$ cat config.mk
export PLATFORM = sky130hd
export DESIGN_NAME = io_uart_tx_flat
export DESIGN_NICKNAME = d
export VERILOG_FILES = /design/src/rtl/io_uart_tx_if.sv /design/src/rtl/io_uart_tx.sv /design/src/flat_wrapper.sv
export SDC_FILE = /design/constraint.sdc
export NUM_CORES = 1
export LEC_CHECK = 0
export ABC_AREA = 0
export CORE_UTILIZATION = 31
export CTS_BUF_LIST = sky130_fd_sc_hd__clkbuf_8
export CTS_CLUSTER_SIZE = 25
export DETAILED_ROUTE_END_ITERATION = 10
export PLACE_DENSITY = 0.56
export SETUP_SLACK_MARGIN = 0.02
export SLEW_MARGIN = 10
export SYNTH_ARGS = -nofsm -noshare
export SYNTH_HDL_FRONTEND = slang
export SYNTH_SLANG_ARGS = --single-unit
export TNS_END_PERCENT = 100
$ cat constraint.sdc
create_clock -name clk -period 4.67 [get_ports clk]
set_input_delay 1.1675 -clock clk [delete_from_list [all_inputs] [get_ports clk]]
set_output_delay 1.1675 -clock clk [all_outputs]
set_load 0.005 [all_outputs]
$ cat src/rtl/io_uart_tx_if.sv
// IO bus between the SOC and the UART transmitter: the SOC drives the address/control,
// and the peripheral drives combinational read data.
// Handshake: an access is valid in the cycle IOenable is high. There is no ready signal,
// so every access completes in that same cycle with no wait states.
interface io_uart_tx_if;
  logic [15:0] data_in;
  logic [15:0] port;
  logic        IOenable;
  logic        rw;
  logic [15:0] data_out;
  logic        data_oe;

  modport master (
    output data_in, port, IOenable, rw,
    input  data_out, data_oe
  );

  modport slave (
    input  data_in, port, IOenable, rw,
    output data_out, data_oe
  );
endinterface

$ cat src/rtl/io_uart_tx.sv
// UART 8N1 transmitter on the SOC IO bus: TXDATA pushes into a FIFO, STATUS reads
// {overflow, full, empty, busy}, and the FSM state is visible on fsm_state.
module io_uart_tx #(
  parameter logic [15:0] BASE_PORT    = 16'h0000,
  parameter int          CLKS_PER_BIT = 868,
  parameter int          FIFO_DEPTH   = 8
) (
  input  logic          clk,
  input  logic          reset,
  io_uart_tx_if.slave   bus,
  output logic          tx,
  output logic          busy,
  output logic [1:0]    fsm_state
);
  localparam int          AW        = $clog2(FIFO_DEPTH);
  localparam logic [AW:0] DEPTH_C   = (AW+1)'(FIFO_DEPTH);
  localparam logic [15:0] BAUD_LAST = 16'(CLKS_PER_BIT - 1);
  localparam logic [15:0] ST_PORT   = BASE_PORT + 16'd1;

  typedef enum logic [1:0] {IDLE = 2'd0, START = 2'd1, DATA = 2'd2, STOP = 2'd3} state_t;
  state_t state, state_nx;

  logic          wr_tx, wr_st, rd_st;
  logic [7:0]    mem [FIFO_DEPTH];
  logic [AW-1:0] wr_ptr, rd_ptr;
  logic [AW:0]   count;
  logic          empty, full, overflow, push, pop;
  logic [15:0]   baud_cnt;
  logic [2:0]    bit_idx;
  logic [7:0]    shift;
  logic          baud_last, bit_last;
  logic          unused_hi;

  assign wr_tx = bus.IOenable &  bus.rw & (bus.port == BASE_PORT);
  assign wr_st = bus.IOenable &  bus.rw & (bus.port == ST_PORT);
  assign rd_st = bus.IOenable & ~bus.rw & (bus.port == ST_PORT);
  assign unused_hi = ^bus.data_in[15:8];

  assign empty     = (count == '0);
  assign full      = (count == DEPTH_C);
  assign baud_last = (baud_cnt == BAUD_LAST);
  assign bit_last  = (bit_idx == 3'd7);
  // A push into a full FIFO is still accepted when the transmitter pops in the same cycle.
  assign push      = wr_tx & (~full | pop);

  assign busy         = (state != IDLE) | ~empty;
  assign bus.data_oe  = rd_st;
  assign bus.data_out = rd_st ? {12'b0, overflow, full, empty, busy} : 16'h0000;
  assign fsm_state    = state;

  always_ff @(posedge clk) begin
    if (push) mem[wr_ptr] <= bus.data_in[7:0];
  end

  always_ff @(posedge clk) begin
    if (reset) begin
      wr_ptr   <= '0;
      rd_ptr   <= '0;
      count    <= '0;
      overflow <= 1'b0;
    end else begin
      if (push) wr_ptr <= wr_ptr + 1'b1;
      if (pop)  rd_ptr <= rd_ptr + 1'b1;
      case ({push, pop})
        2'b10:   count <= count + 1'b1;
        2'b01:   count <= count - 1'b1;
        default: count <= count;
      endcase
      // Set has priority over a clear arriving in the same cycle.
      if (wr_tx & full & ~pop)          overflow <= 1'b1;
      else if (wr_st & bus.data_in[3])  overflow <= 1'b0;
    end
  end

  always_ff @(posedge clk) begin
    if (reset) state <= IDLE;
    else       state <= state_nx;
  end

  always_comb begin
    state_nx = state;
    case (state)
      IDLE:    if (~empty)                state_nx = START;
      START:   if (baud_last)             state_nx = DATA;
      DATA:    if (baud_last & bit_last)  state_nx = STOP;
      STOP:    if (baud_last)             state_nx = empty ? IDLE : START;
      default:                            state_nx = IDLE;
    endcase
  end

  always_comb begin
    pop = ~empty & ((state == IDLE) | ((state == STOP) & baud_last));
    case (state)
      START:   tx = 1'b0;
      DATA:    tx = shift[0];
      default: tx = 1'b1;
    endcase
  end

  always_ff @(posedge clk) begin
    if (reset) begin
      baud_cnt <= '0;
      bit_idx  <= '0;
      shift    <= '0;
    end else if (pop) begin
      shift    <= mem[rd_ptr];
      baud_cnt <= '0;
      bit_idx  <= '0;
    end else if (state != IDLE) begin
      if (baud_last) begin
        baud_cnt <= '0;
        if (state == DATA) begin
          shift   <= shift >> 1;
          bit_idx <= bit_idx + 1'b1;
        end
      end else begin
        baud_cnt <= baud_cnt + 1'b1;
      end
    end
  end
endmodule

$ cat src/flat_wrapper.sv
// flat-port wrapper written by rule: the top's interface ports become plain ports
module io_uart_tx_flat 
#(
  parameter logic [15:0] BASE_PORT    = 16'h0000,
  parameter int          CLKS_PER_BIT = 868,
  parameter int          FIFO_DEPTH   = 8
)
  (clk, reset, tx, busy, fsm_state, bus_data_in, bus_port, bus_IOenable, bus_rw, bus_data_out, bus_data_oe);
  io_uart_tx_if bus_i ();
  input  logic clk;
  input  logic reset;
  output logic tx;
  output logic busy;
  output logic [1:0] fsm_state;
  input wire logic [$bits(bus_i.data_in)-1:0] bus_data_in;
  input wire logic [$bits(bus_i.port)-1:0] bus_port;
  input wire logic [$bits(bus_i.IOenable)-1:0] bus_IOenable;
  input wire logic [$bits(bus_i.rw)-1:0] bus_rw;
  output wire logic [$bits(bus_i.data_out)-1:0] bus_data_out;
  output wire logic [$bits(bus_i.data_oe)-1:0] bus_data_oe;
  assign bus_i.data_in = bus_data_in;
  assign bus_i.port = bus_port;
  assign bus_i.IOenable = bus_IOenable;
  assign bus_i.rw = bus_rw;
  assign bus_data_out = bus_i.data_out;
  assign bus_data_oe = bus_i.data_oe;
  io_uart_tx #(.BASE_PORT(BASE_PORT), .CLKS_PER_BIT(CLKS_PER_BIT), .FIFO_DEPTH(FIFO_DEPTH)) u_core (.clk(clk), .reset(reset), .bus(bus_i), .tx(tx), .busy(busy), .fsm_state(fsm_state));
endmodule
# ---- Word-level counts from Yosys, hierarchy flattened
# Memories as Yosys holds them, arrays and structs flattened. A register that Yosys moved wholly into a read port is not among the register bits.
# Index checks and enable logic that the tools add are counted.
dict set report classes {
  reduce_logical 13
  eq_ne 13
  n_bitwise 19
  add_sub_neg 6
  mux 20
}
# cell count
set ops {}
lappend ops {{$mux 8} 4}
lappend ops {{$add 16x1->16 const B} 1}
lappend ops {{$eq 16x1->1 const B} 1}
lappend ops {{$eq 16x10->1 const B} 1}
lappend ops {{$logic_not 16->1} 1}
lappend ops {{$mux 16} 1}
lappend ops {{$and 1x1->1} 12}
lappend ops {{$reduce_bool 2->1} 6}
lappend ops {{$add 3x1->3 const B} 3}
lappend ops {{$mux 2} 4}
lappend ops {{$pmux 2 s4} 1}
lappend ops {{$pmux 4 s2} 1}
lappend ops {{$eq 2x2->1 const B} 3}
lappend ops {{$mux 3} 2}
lappend ops {{$ne 2x1->1 const B} 3}
lappend ops {{$reduce_and 3->1} 2}
lappend ops {{$mux 1} 5}
lappend ops {{$add 4x1->4 const B} 1}
lappend ops {{$eq 2x1->1 const B} 2}
lappend ops {{$eq 4x4->1 const B} 1}
lappend ops {{$logic_not 4->1} 1}
lappend ops {{$mux 4} 1}
lappend ops {{$not 1->1} 4}
lappend ops {{$reduce_and 4->1} 1}
lappend ops {{other kinds (7)} 9}
dict set report word_totals {
  wordCells 80
  ram_bits 64
  out_inout_bits 21
  memories 1
  reg_bits 40
}
# memory words width read_ports rd_clocked_by_memory_dff write_ports line_no
set memory_table {}
lappend memory_table {u_core.mem 8 8 1 1 1 io_uart_tx.sv:24} ;# logic [7:0] mem [FIFO_DEPTH];

# ---- Longest topological paths before layout
# Gate-level depths: netlist (run 1).
dict set report depth {
  ltp_word 8
  mapped_depth 13
}

# ---- Least setup slack after synthesis (run 1)
# Ideal clock, no wire load.
dict set report synth_path {
  path_type {input port to output port}
  startpoint {input port bus_port[1]}
  endpoint {output port bus_data_out[3]}
  stages 6
  slack_ps 1298
  arrival_ps 2204
  path_cell_list {nor4b_1 -> and4_1 -> nand2_1 -> or2_2 -> inv_1 -> and2_1}
}
dict set report synth_via {
  elab_chain_len 3
}
# item line_no
set synth_lines {}
lappend synth_lines {{start, declared} flat_wrapper.sv:16} ;# input wire logic [$bits(bus_i.port)-1:0] bus_port;
lappend synth_lines {{$eq 16x1->1} io_uart_tx.sv:36} ;# assign rd_st = bus.IOenable & ~bus.rw & (bus.port == ST_PORT);
lappend synth_lines {{$and 1x1->1} io_uart_tx.sv:36}
lappend synth_lines {{named net bus_data_oe} flat_wrapper.sv:20} ;# output wire logic [$bits(bus_i.data_oe)-1:0] bus_data_oe;
lappend synth_lines {{$mux 4} io_uart_tx.sv:48} ;# assign bus.data_out = rd_st ? {12'b0, overflow, full, empty, busy} : 16'h0000;
lappend synth_lines {{end, declared} flat_wrapper.sv:19} ;# output wire logic [$bits(bus_i.data_out)-1:0] bus_data_out;
# The timed path passes the listed nets, and every way through them passes these cells.

# ---- Worst setup path after layout (run 1)
dict set report layout_path {
  startpoint {input port bus_port[1]}
  endpoint {output port bus_data_out[3]}
}
dict set report layout_via {
  elab_chain_len 3
}
# item line_no
set layout_lines {}
lappend layout_lines {{$eq 16x1->1} io_uart_tx.sv:36}
lappend layout_lines {{$and 1x1->1} io_uart_tx.sv:36}
lappend layout_lines {{$mux 4} io_uart_tx.sv:48}
# No other way between the ends.

==> run summary, run 1 <==
Die ar. - 0.0160 sq mm
Max Slew Vio Count - 0
initial antenna violation count - 0
register area - 0.00278 sq mm
Gate power share - 6.9%
Yosys cell types - 53
Clock transition at path regs - 100 ps
DR DRC count - 0
Post-CTS Setup Bufs - 0
Area growth syn-to-layout - 15.4%
reg-to-reg endpoint - u_core.count[2]
CTS Buf Count - 9
maxcap violations - 0
Fmax achieved - 226 MHz
root buf cell - clkbuf_8
post-synthesis cell area - 0.00480 sq mm
period utilization - 94.8%
critical path arrival - 3260 ps
Synthesis Warnings - 0
die height - 126 um
Avg Cell Area, Syn - 13.1 sq um
DP Worst Slack - 244 ps
final setup fails - 0
worst clock skew - 15.5 ps
final hold vios - 0
Clock H-tree levels - 3
CP Data Required Time - 3500 ps
Clk Latency, worst-skew pair - 370 ps
Switching Fraction - 24.1%
share of synthesized flip-flops with an asynchronous set or reset - 0%
Post-CTS Hold Buffers - 0
post-synthesis sequential area ratio - 58.0%
GP Congestion - 0.737
Post-synth EDFFs - 64
Min-Delay Path Class - flip-flop to flip-flop
CTS resizes - 0
Post-Route WL - 8960 um
setup ws final - 242 ps
Wirelength per Cell - 14.9 um
total number of vias - 2877
Bufs on Longest Clock Path - 2
Hold Path Stages - 2
first-pass GRT wire length - 15100 um
PD cells - 302 mW/mm^2
Mapped Cells - 366
r2r worst-path depth - 12
r2r setup slk - 1110 ps
Worst Max-Slew Pin Slew - 1120 ps
Placeable Area - 0.0151 sq mm
row count - 45
RSZ-0062 raised after global routing - no
run status - finished clean
Die X - 126 um
Power Internal - 0.00127 W
Primary FF master, synth - edfxtp_1
DRT iter0 DRCs - 192
minimum clock period - 4430 ps
cell taking the most area after synthesis - edfxtp_1
leakage power - 1.84 nW
CTS sink count - 107
GRT overflow - 0
Worst Path Class, Setup - input pin to primary output
clock power share - 32.6%
Setup TNS - 0 ps
Starting Density - 31.7%
antenna-violating nets left - 0
top-count cell post-synth - edfxtp_1
Seq pwr share - 60.5%
Synth top cells by count - edfxtp_1 (64), dfxtp_1 (43), nor2_1 (32), mux4_2 (16)
io pins - 57
Hold Startpoint - u_core.rd_ptr[1]
crit path max fanout - 4
main area contributors after synthesis - edfxtp_1 (40%), dfxtp_1 (18%), mux4_2 (7.5%)
net switching power - 0.000402 W
number of vias per cell - 4.79
Yosys reg bits - 107
pin count of the biggest net entering global routing - 28
Max VDD drop - 0.000150 V
IO Port Bufs - 36
CTS tree - yes
Antenna Cells - 0
hpwl dp - 6060 um
CP Launch Type - input pin
drt pass-1 iters - 4
nets - 458
reg2reg start - u_core.baud_cnt[0]
Fill cells - 1442
area of the multi-input gates - 0.00185 sq mm
final core occ - 36.5%
critical path endpoint category - primary output
max_slew headroom - 25.0%
vias in the first global route - 2925
post-synth top area share - 40.1%
All-Layer GR Usage - 12.2%
ratio of cells with drive above 1 in the final layout - 14.3%
-- layer usage --
metal  wire [um]  vias to the layer above  track usage [%]  part of all wire (%)
li1            -                     1422                -                     -
met1        4190                     1399             15.6                    47
met2        4410                       48             20.8                    49
met3         270                        8             2.99                   3.0
met4          87                        0             3.19                  0.97
met5           0                        -                0                     0
-- flip-flops by register name (all words and copies together), names as in the netlist, named ones only --
| register | flops |
|---|---|
| u_core.overflow | 1 |
| u_core.shift | 8 |
| u_core.rd_ptr | 3 |
| u_core.bit_idx | 3 |
| u_core.baud_cnt | 16 |
| u_core.mem | 64 |
| u_core.count | 4 |
| u_core.wr_ptr | 3 |
| u_core.fsm_state | 2 |
-- power groups by stage --
stage	logic, W	clock network [W]	registers, W
after floorplan	0.0000666	0	0.00103
after detailed placement	0.000115	0	0.00103
after global placement	0.000112	0	0.00103
after CTS	0.000116	0.000566	0.00101
final	0.000115	0.000545	0.00101
after global routing	0.000128	0.000608	0.00101
-- cell usage in the layout (no fill, tap or decap), types with 9 or more instances in the layout --
cell type,netlist,layout
edfxtp_1,64,64
dfxtp_1,43,43
clkdlybuf4s50_1,0,36
nor2_1,32,32
mux4_2,16,16
nand2_1,14,14
ha_1,14,14
xor2_1,13,13
a21oi_1,13,13
conb_1,1,12
mux2i_1,11,11
nor2b_1,11,11
buf_4,12,11
inv_1,8,9
clkbuf_8,0,9
-- final cells by class --
class | instances | share of cell area (%)
sequential | 107 | 50.3
multi-input combinational | 234 | 33.4
timing repair buffer | 47 | 8.00
tap | 188 | 4.25
clock buffer | 9 | 2.24
clock inverter | 7 | 1.20
inverter | 9 | 0.610
-- per-stage QoR --
step / hold slack (ps) / instances / total power (W) / instance area [sq um]
after detailed placement: 475 / 585 / 0.00115 / 5350
after CTS: 494 / 601 / 0.00169 / 5540
final: 490 / 601 / 0.00167 / 5540
after floorplan: 445 / 377 / 0.00110 / 4840
after global routing: 528 / 601 / 0.00175 / 5540
after global placement: 471 / 585 / 0.00114 / 5350
-- worst max-delay path, cell delays in order --
cell and delay (ps):
clkdlybuf4s50_1 400, nor4b_1 320, and4_1 290, nand2_1 70, or2_2 300, inv_1 80, and2_1 120, clkdlybuf4s50_1 510
-- worst max-delay path by stage --
| stage | from | endpoint | depth (start not counted) |
|---|---|---|---|
| after floorplan | bus_port[1] | bus_data_out[3] | 6 |
| after global placement | bus_port[1] | bus_data_out[3] | 8 |
| after detailed placement | bus_port[1] | bus_data_out[3] | 8 |
| after CTS | bus_port[1] | bus_data_out[3] | 8 |
| after global routing | bus_port[1] | bus_data_out[3] | 8 |
| final | bus_port[1] | bus_data_out[3] | 8 |
-- cell families after synthesis --
kind of cell               after synthesis  synth area share (%)
other                                    1                0.0782
adders and majority gates               14                  3.65
buffers and inverters                   36                  4.30
and+or+nand+nor                        113                  13.1
AOI/OAI and AO/OA                       47                  7.20
muxes                                   28                  10.0
DFF                                    107                  58.0
xor gates and xnor gates                20                  3.65
(Power assumes the default switching activity.)
==> run 2, diff against run 1 <==
--- a/config.mk
+++ b/config.mk
@@ -11,7 +11,7 @@
 export CTS_CLUSTER_SIZE = 25
 export DETAILED_ROUTE_END_ITERATION = 10
 export PLACE_DENSITY = 0.56
-export SETUP_SLACK_MARGIN = 0.02
+export SETUP_SLACK_MARGIN = 0.1
 export SLEW_MARGIN = 10
 export SYNTH_ARGS = -nofsm -noshare
 export SYNTH_HDL_FRONTEND = slang
==> run summary, run 2 (synthesis gave the netlist of run 1 again) <==
Max Slew Vio Count - 0 (unchanged)
number of vias per cell - 4.80 (+0.17%)
final setup fails - 0 (unchanged)
PD cells - 302 mW/mm^2 (about the same)
Switching Fraction - 24.1% (about the same)
CP top delay family - simple AND/OR/NAND/NOR gates
Clock transition at path regs - 100 ps (about the same)
vias in the first global route - 2925 (unchanged)
drt pass-1 iters - 4 (unchanged)
CP Launch Type - input pin
M1 WL - 4200 um (+0.19%)
nets - 458 (unchanged)
IO Port Bufs - 36 (unchanged)
first-pass GRT wire length - 15100 um (unchanged)
max_slew headroom - 25.0% (unchanged)
most common cell after layout, fill and taps aside - edfxtp_1
Fmax achieved - 228 MHz (+1.2%)
Die X - 126 um (unchanged)
Post-CTS Hold Buffers - 0 (unchanged)
Setup TNS - 0 ps (unchanged)
slowest CP cell - clkdlybuf4s50_1
DR DRC count - 0 (unchanged)
Area growth syn-to-layout - 15.5%
critical path arrival - 3210 ps (-50 ps)
RSZ-0062 raised after global routing - no
CP Data Required Time - 3500 ps (about the same)
wire length on met2 - 4420 um (+0.11%)
run status - finished clean
net switching power - 0.000403 W (about the same)
CTS resizes - 0 (unchanged)
clock power share - 32.6% (about the same)
CP max stage delay - 510 ps (about the same)
Worst Max-Slew Pin Slew - 1120 ps (unchanged)
DRT iter0 DRCs - 192 (unchanged)
Max VDD drop - 0.000150 V (unchanged)
root buf cell - clkbuf_8
period utilization - 93.7% (-1.1 points)
DR top layer - met4
Die ar. - 0.0160 sq mm (unchanged)
Cell Area, Placed - 0.00535 sq mm (unchanged)
Min-Delay Path Class - flip-flop to flip-flop
routed wire length on met3 - 262 um (-3.0%)
Starting Density - 31.7% (unchanged)
leakage power - 1.84 nW (about the same)
worst clock skew - 15.5 ps (unchanged)
CTS sink count - 107 (unchanged)
Min Hold Slack - 490 ps (+0.00200 ps)
Seq pwr share - 60.5% (about the same)
Placeable Area - 0.0151 sq mm (unchanged)
Gate power share - 6.9% (about the same)
GP Congestion - 0.737 (unchanged)
final hold vios - 0 (unchanged)
CP most frequent cell - clkdlybuf4s50_1
total number of vias - 2882 (+0.17%)
io pins - 57 (unchanged)
ratio of cells with drive above 1 in the final layout - 14.5% (+0.24 points)
antenna-violating nets left - 0 (unchanged)
Wirelength per Cell - 14.9 um (about the same)
row count - 45 (unchanged)
critical path endpoint category - primary output
Clk Latency, worst-skew pair - 370 ps (about the same)
All-Layer GR Usage - 12.2% (unchanged)
maxcap violations - 0 (unchanged)
minimum clock period - 4380 ps (-51.5 ps)
Most flops, register - u_core.mem
crit path max fanout - 4 (unchanged)
CTS Buf Count - 9 (unchanged)
max reg flops - 64 (unchanged)
GRT overflow - 0 (unchanged)
hpwl dp - 6060 um (unchanged)
initial antenna violation count - 0 (unchanged)
die height - 126 um (unchanged)
Fill cells - 1441 (-0.069%)
Antenna Cells - 0 (unchanged)
CTS tree - yes
Post-Route WL - 8960 um (about the same)
Worst Path Class, Setup - input pin to primary output
Buf/Inv on CP - 3 (unchanged)
Bufs on Longest Clock Path - 2 (unchanged)
Clock H-tree levels - 3 (unchanged)
pin count of the biggest net entering global routing - 28 (unchanged)
worst-path cell chain - clkdlybuf4s50_1 > nor4b_2 > and4_1 > nand2_1 > or2_2 > inv_1 > and2_1 > clkdlybuf4s50_1
Post-CTS Setup Bufs - 0 (unchanged)
commonest cells after routing, fill and taps aside - edfxtp_1 (64), dfxtp_1 (43), clkdlybuf4s50_1 (36), nor2_1 (32), mux4_2 (16)
Power Internal - 0.00127 W (about the same)
biggest regs - u_core.mem x64, u_core.baud_cnt x16, u_core.shift x8
final core occ - 36.6% (+0.041 points)
Finished Cell Area - 0.00554 sq mm (+0.11%)
[run 2: cell types whose count changed in the layout (fill, tap and decap cells not counted)]
cell and change:
nor4b_1 -1, nor4b_2 +1
[run 2: cell type report]
type | instances | area [sq um] | area share [%]
clock inverters | 7 | 66.3 | 1.20
repair buffers | 47 | 443 | 7.99
flip-flops and latches | 107 | 2780 | 50.2
multi-input cells | 234 | 1860 | 33.5
inverters | 9 | 33.8 | 0.610
clock buffers | 9 | 124 | 2.24
well taps | 188 | 235 | 4.24
[run 2: power by group through the flow]
stage,sequential (W),combinational [W],clock (W)
after floorplan,0.00103,0.0000666,0
after global placement,0.00103,0.000112,0
after detailed placement,0.00103,0.000115,0
after CTS,0.00101,0.000116,0.000566
after global routing,0.00101,0.000129,0.000608
final,0.00101,0.000115,0.000545
[run 2: worst register-to-register path, stage by stage, from the launching register on]
cell and delay [ps]:
dfxtp_1 400, ha_1 240, or3b_2 490, or4_4 560, o21ai_0 380, nand2_1 140, ha_1 260, xor2_1 160
ha_1 180, a21oi_1 150, xor2_1 90, or3_1 300, a21oi_1 140
[run 2: per-stage QoR]
stage | power (W) | worst slack [ps] | cells
global placement | 0.00114 | 282 | 585
finish | 0.00167 | 293 | 601
CTS | 0.00169 | 242 | 601
detailed placement | 0.00115 | 244 | 585
floorplan | 0.00110 | 1300 | 377
global route | 0.00175 | 129 | 601
[run 2: final timing paths]
kind	startpoint	slack, ps	cells after the start	end
hold reg to reg	u_core.rd_ptr[1]	490	2	flip-flop
hold / removal	u_core.rd_ptr[1]	490	2	flip-flop
setup reg to reg	u_core.baud_cnt[0]	1110	12	u_core.count[2]
setup / recovery	bus_port[1]	290	8	bus_data_out[3]
[run 2: metal layers]
metal / global-route usage (%) / up-vias
met5: 0 / -
met4: 3.19 / 0
met3: 2.99 / 8
met2: 20.8 / 46
met1: 15.6 / 1404
li1: - / 1424
==> edit 1: new RTL, settings of run 1 <==
`FIFO_DEPTH` is set to 8 in 2 places; all go to 16.
--- a/src/rtl/io_uart_tx.sv
+++ b/src/rtl/io_uart_tx.sv
@@ -3,7 +3,7 @@
 module io_uart_tx #(
   parameter logic [15:0] BASE_PORT    = 16'h0000,
   parameter int          CLKS_PER_BIT = 868,
-  parameter int          FIFO_DEPTH   = 8
+  parameter int          FIFO_DEPTH   = 16
 ) (
   input  logic          clk,
   input  logic          reset,
--- a/src/flat_wrapper.sv
+++ b/src/flat_wrapper.sv
@@ -3,7 +3,7 @@
 #(
   parameter logic [15:0] BASE_PORT    = 16'h0000,
   parameter int          CLKS_PER_BIT = 868,
-  parameter int          FIFO_DEPTH   = 8
+  parameter int          FIFO_DEPTH   = 16
 )
   (clk, reset, tx, busy, fsm_state, bus_data_in, bus_port, bus_IOenable, bus_rw, bus_data_out, bus_data_oe);
   io_uart_tx_if bus_i ();
Check against the original RTL: not equivalent (a bounded check fails within 10 cycles, from zero or initial values and one cycle with reset high).
==> edit 1 against run 1 <==
- fmax down 0.67%
- power up 130%
- design area is 58% higher
- routed wire length grew 71%
- die area is 60% higher
- worst setup slack got worse by 0.030 ns
- critical path type unchanged
- synthesized area up 61%
- sequential cell count up 68
- critical path depth unchanged
- highest routed layer unchanged
- sequential share of layout area is 4.4 points higher
- global-route usage rose by 0.23 points
==> edit 1: results (changes against run 1) <==
H-tree depth = 4 (was 3)
Syn Inst Count = 535 (was 366)
PwrDens = 436.6 nW/um^2 (was 301.8 nW/um^2)
Status = completed (unchanged)
RD Place Congestion = 0.7729 (was 0.7365)
Worst slew pin tran = 1.042 ns (was 1.117 ns)
Skew final = 0.01371 ns (was 0.01548 ns)
Netlist cell types = 63 (was 53)
Fillers = 2,352 (was 1,442)
Top Registers = u_core.mem (128), u_core.baud_cnt (16), u_core.shift (8) (was u_core.mem (64), u_core.baud_cnt (16), u_core.shift (8))
Hold Path Origin = u_core.shift[7] (was u_core.rd_ptr[1])
Vias in the first global route = 4,522 (was 2,925)
R2r setup slk = 1.31 ns (was 1.11 ns)
Via count = 4,444 (was 2,877)
Reg-to-reg critical path endpoint = u_core.count[4] (was u_core.count[2])
Worst Path Arrival = 3.29 ns (was 3.26 ns)
Leakage = 2.823 nW (was 1.838 nW)
Syn. warnings = 0 (unchanged)
Synth top cells by count = edfxtp_1 (128), dfxtp_1 (47), nor2_1 (36) (was edfxtp_1 (64), dfxtp_1 (43), nor2_1 (32))
Worst Path Max Fanout = 5 (was 4)
Global-route wire length before repair = 24.16 mm (was 15.06 mm)
Gr usage total = 12.47% (was 12.24%)
Routed wire length = 15.27 mm (was 8.957 mm)
Share of cells above drive strength 1 = 14.68% (was 14.29%)
TritonCTS Buffers = 17 (was 9)
Clk Latency, worst-skew pair = 0.47 ns (was 0.37 ns)
Hold depth = 1 (was 2)
Max VDD drop = 0.0002642 V (was 0.0001504 V)
Fin Hold WS = 0.4827 ns (was 0.4899 ns)
Sequential share of the synthesized area = 61.95% (was 57.99%)
Via density per instance = 4.884 (was 4.787)
Pre-CTS worst setup slack = 0.1852 ns (was 0.2437 ns)
Drt initial violations = 299 (was 192)
Placed cells = 878 (was 585)
Largest net degree at the start of global routing = 27 (was 28)
Hold EP = u_core.shift[7]
Hpwl dp = 10.49 mm (was 6.056 mm)
Ant. Diodes = 0 (unchanged)
Synth area leaders = edfxtp_1 (50%), dfxtp_1 (12%), mux4_2 (5.5%) (was edfxtp_1 (40%), dfxtp_1 (18%), mux4_2 (7.5%))
Period minus WS final = 4.458 ns (was 4.428 ns)
Net count, final = 627 (was 458)
Post-synth EDFFs = 128 (was 64)
[edit 1: timing repair]
| action | in CTS | in global routing |
|---|---|---|
| endpoints found under the setup margin | 0 | 1 |
| hold buffers | 0 | 0 |
| resized for setup | 0 | 1 |
[edit 1: cell families (layout without fill, tap and decap cells)]
group                    count (synthesis)  in the layout  synth area share, %
AND/OR/NAND/NOR                        139            139                10.43
flip-flops                             175            175                61.95
adder cells (fa/ha/maj)                 18             18                3.013
multiplexers                            57             57                10.84
AO/OA/AOI/OAI                           79             79                8.116
other                                    1             12              0.04855
XOR/XNOR                                17             17                1.928
buffers and inverters                   49             89                3.677
[edit 1: critical path: stages]
cell and delay (ns):
clkdlybuf4s50_1 0.41, nor4_2 0.32, nand4_1 0.14, buf_4 0.19
or3_1 0.36, inv_1 0.09, and2_1 0.12, clkdlybuf4s50_1 0.49
[edit 1: layout make-up]
class                      instances  area (sq um)  area share, %
clock buffer                      17         234.0          2.672
clock inverter                    15         171.4          1.957
inverter                          16         60.06         0.6858
multi-input combinational        322          2703          30.86
sequential                       175          4786          54.65
tap                              324         405.4          4.629
timing repair buffer              41         397.9          4.544
[edit 1: how the worst max path moves through the flow]
stage	from	to	depth (start not counted)
finish	bus_port[10]	bus_data_out[3]	8
global route	bus_port[13]	bus_data_out[3]	8
CTS	bus_port[1]	bus_data_out[3]	8
detailed placement	bus_port[1]	bus_data_out[3]	8
global placement	bus_port[1]	bus_data_out[3]	8
floorplan	bus_port[10]	bus_data_out[3]	5
[edit 1: per-stage QoR]
step / power, W / instance area [sq um] / util, %
2_1_floorplan: 0.002585 / 7765 / -
3_3_place_gp: 0.002780 / 8346 / 34.22
3_5_place_dp: 0.002808 / 8346 / 34.22
4_1_cts: 0.003855 / 8751 / 35.88
5_1_grt: 0.004010 / 8757 / 35.90
6_report: 0.003823 / 8757 / 35.90
[edit 1: power breakdown]
part	internal, W	switching [W]
sequential	0.00174	0.000101
combinational	0.000460	0.000465
clock	0.000450	0.000607
total	0.00265	0.00117
[edit 1: layer usage]
metal  vias up  share of wire [%]  global-route usage, %
met2        83                 51                  21.93
li1       2116                  -                      -
met5         -                  0                      0
met4         0                1.8                  5.281
met3        20                2.6                  2.416
met1      2225                 45                  14.85
==> edit 2: new RTL, config.mk and constraints of run 1 <==
Made on the original files. Register the output `tx`; this adds one clock of latency there. The other outputs are not delayed to match.
--- a/src/rtl/io_uart_tx.sv
+++ b/src/rtl/io_uart_tx.sv
@@ -18,6 +18,8 @@
   localparam logic [15:0] ST_PORT   = BASE_PORT + 16'd1;
 
   typedef enum logic [1:0] {IDLE = 2'd0, START = 2'd1, DATA = 2'd2, STOP = 2'd3} state_t;
+
+  logic tx_d;
   state_t state, state_nx;
 
   logic          wr_tx, wr_st, rd_st;
@@ -91,9 +93,9 @@
   always_comb begin
     pop = ~empty & ((state == IDLE) | ((state == STOP) & baud_last));
     case (state)
-      START:   tx = 1'b0;
-      DATA:    tx = shift[0];
-      default: tx = 1'b1;
+      START:   tx_d = 1'b0;
+      DATA:    tx_d = shift[0];
+      default: tx_d = 1'b1;
     endcase
   end
 
@@ -118,5 +120,9 @@
       end
     end
   end
+  always_ff @(posedge clk) begin
+    tx <= tx_d;
+  end
+
 endmodule
 
Function: changed (Yosys sat finds a counterexample within 4 cycles, from zero or initial values and one cycle with reset high).
==> edit 2 against run 1 <==
- non-clock buffer count unchanged
- design area increased by 0.20%
- clock power decreased by 0.9%
- clock skew decreased by 0.00098 ns
- worst setup slack improved by 0.057 ns
- register-to-register slack got worse by 0.09 ns
- synthesized area increased by 0.42%
- routed wire length increased by 0.58%
- cell count increased by 0.17%
- power increased by 0.47%
- global-route usage decreased by 0.12 points
- hold slack got worse by 0.0058 ns
- sequential cell count increased by 1
- critical endpoint unchanged
- largest power group unchanged
- highest routed layer unchanged
==> edit 2: results (changes against run 1) <==
Post-DR wirelength/cell = 14.97 um (was 14.90 um)
R2r setup slk = 1.02 ns (was 1.11 ns)
Placed cells = 586 (was 585)
Worst slew margin = 30.60% (was 25.03%)
Hold Path Origin = u_core.overflow (was u_core.rd_ptr[1])
Synth area leaders = edfxtp_1 (40%), dfxtp_1 (18%), mux4_2 (7.5%) (unchanged)
Net count, final = 459 (was 458)
Fin Hold WS = 0.4842 ns (was 0.4899 ns)
Fin cells = 602 (was 601)
FFs & Latches = 108 (was 107)
Core Box Area = 15,200 sq um (was 15,150 sq um)
RD Place Congestion = 0.6991 (was 0.7365)
Met3 Wirelength = 247 um (was 270 um)
Drt initial violations = 191 (was 192)
Global-route wire length before repair = 14.86 mm (was 15.06 mm)
Sequential share of the synthesized area = 58.17% (was 57.99%)
Synth Area in Adders = 3.635% (was 3.651%)
Fillers = 1,451 (was 1,442)
Hpwl dp = 6.148 mm (was 6.056 mm)
Met2 Use GR = 20.90% (was 20.83%)
Non-clk buf share = 7.986% (was 8.002%)
Status = completed (unchanged)
Leakage = 1.841 nW (was 1.838 nW)
FF/Latch Area = 2803 sq um (was 2783 sq um)
Skew final = 0.01450 ns (was 0.01548 ns)
Wl on met1 = 4.155 mm (was 4.189 mm)
Area delta synth->final = 15.11% (was 15.36%)
Met3 usage in global routing = 2.952% (was 2.995%)
Synth top cells by count = edfxtp_1 (64), dfxtp_1 (44), nor2_1 (32) (was edfxtp_1 (64), dfxtp_1 (43), nor2_1 (32))
ClkCell Share = 3.271% (was 3.436%)
Via density per instance = 4.769 (was 4.787)
Gr usage total = 12.13% (was 12.24%)
Worst Path Arrival = 3.20 ns (was 3.26 ns)
Inverters = 9 (unchanged)
Met2 WL = 4.501 mm (was 4.410 mm)
Cell-internal power = 0.001277 W (was 0.001268 W)
Mux contribution to synthesized area = 9.997% (was 10.04%)
Max VDD drop = 0.0001831 V (was 0.0001504 V)
Compound-gate portion of the synthesized area = 7.167% (was 7.197%)
Share of cells above drive strength 1 = 14.25% (was 14.29%)
Placed cell areas = 5365 sq um (was 5345 sq um)
Worst setup path startpoint = bus_port[2] (was bus_port[1])
Max Fclk = 0.2288 GHz (was 0.2258 GHz)
-- edit 2: cell count changes after synthesis --
cell / run 1 / this run
dfxtp_1: 43 / 44
-- edit 2: worst max-delay path, cell delays in order --
cell and delay [ns]:
clkdlybuf4s50_1 0.41, nor4_1 0.29, and4_1 0.27, nand2_1 0.07, or2_2 0.31, inv_1 0.08, and2_1 0.12, clkdlybuf4s50_1 0.50
-- edit 2: power by group through the flow --
| stage | clock network (W) | registers, W | logic (W) |
|---|---|---|---|
| after floorplan | 0 | 0.00104 | 0.0000659 |
| after global placement | 0 | 0.00105 | 0.000112 |
| after detailed placement | 0 | 0.00105 | 0.000115 |
| after CTS | 0.000558 | 0.00102 | 0.000116 |
| after global routing | 0.000589 | 0.00103 | 0.000130 |
| final | 0.000540 | 0.00102 | 0.000115 |
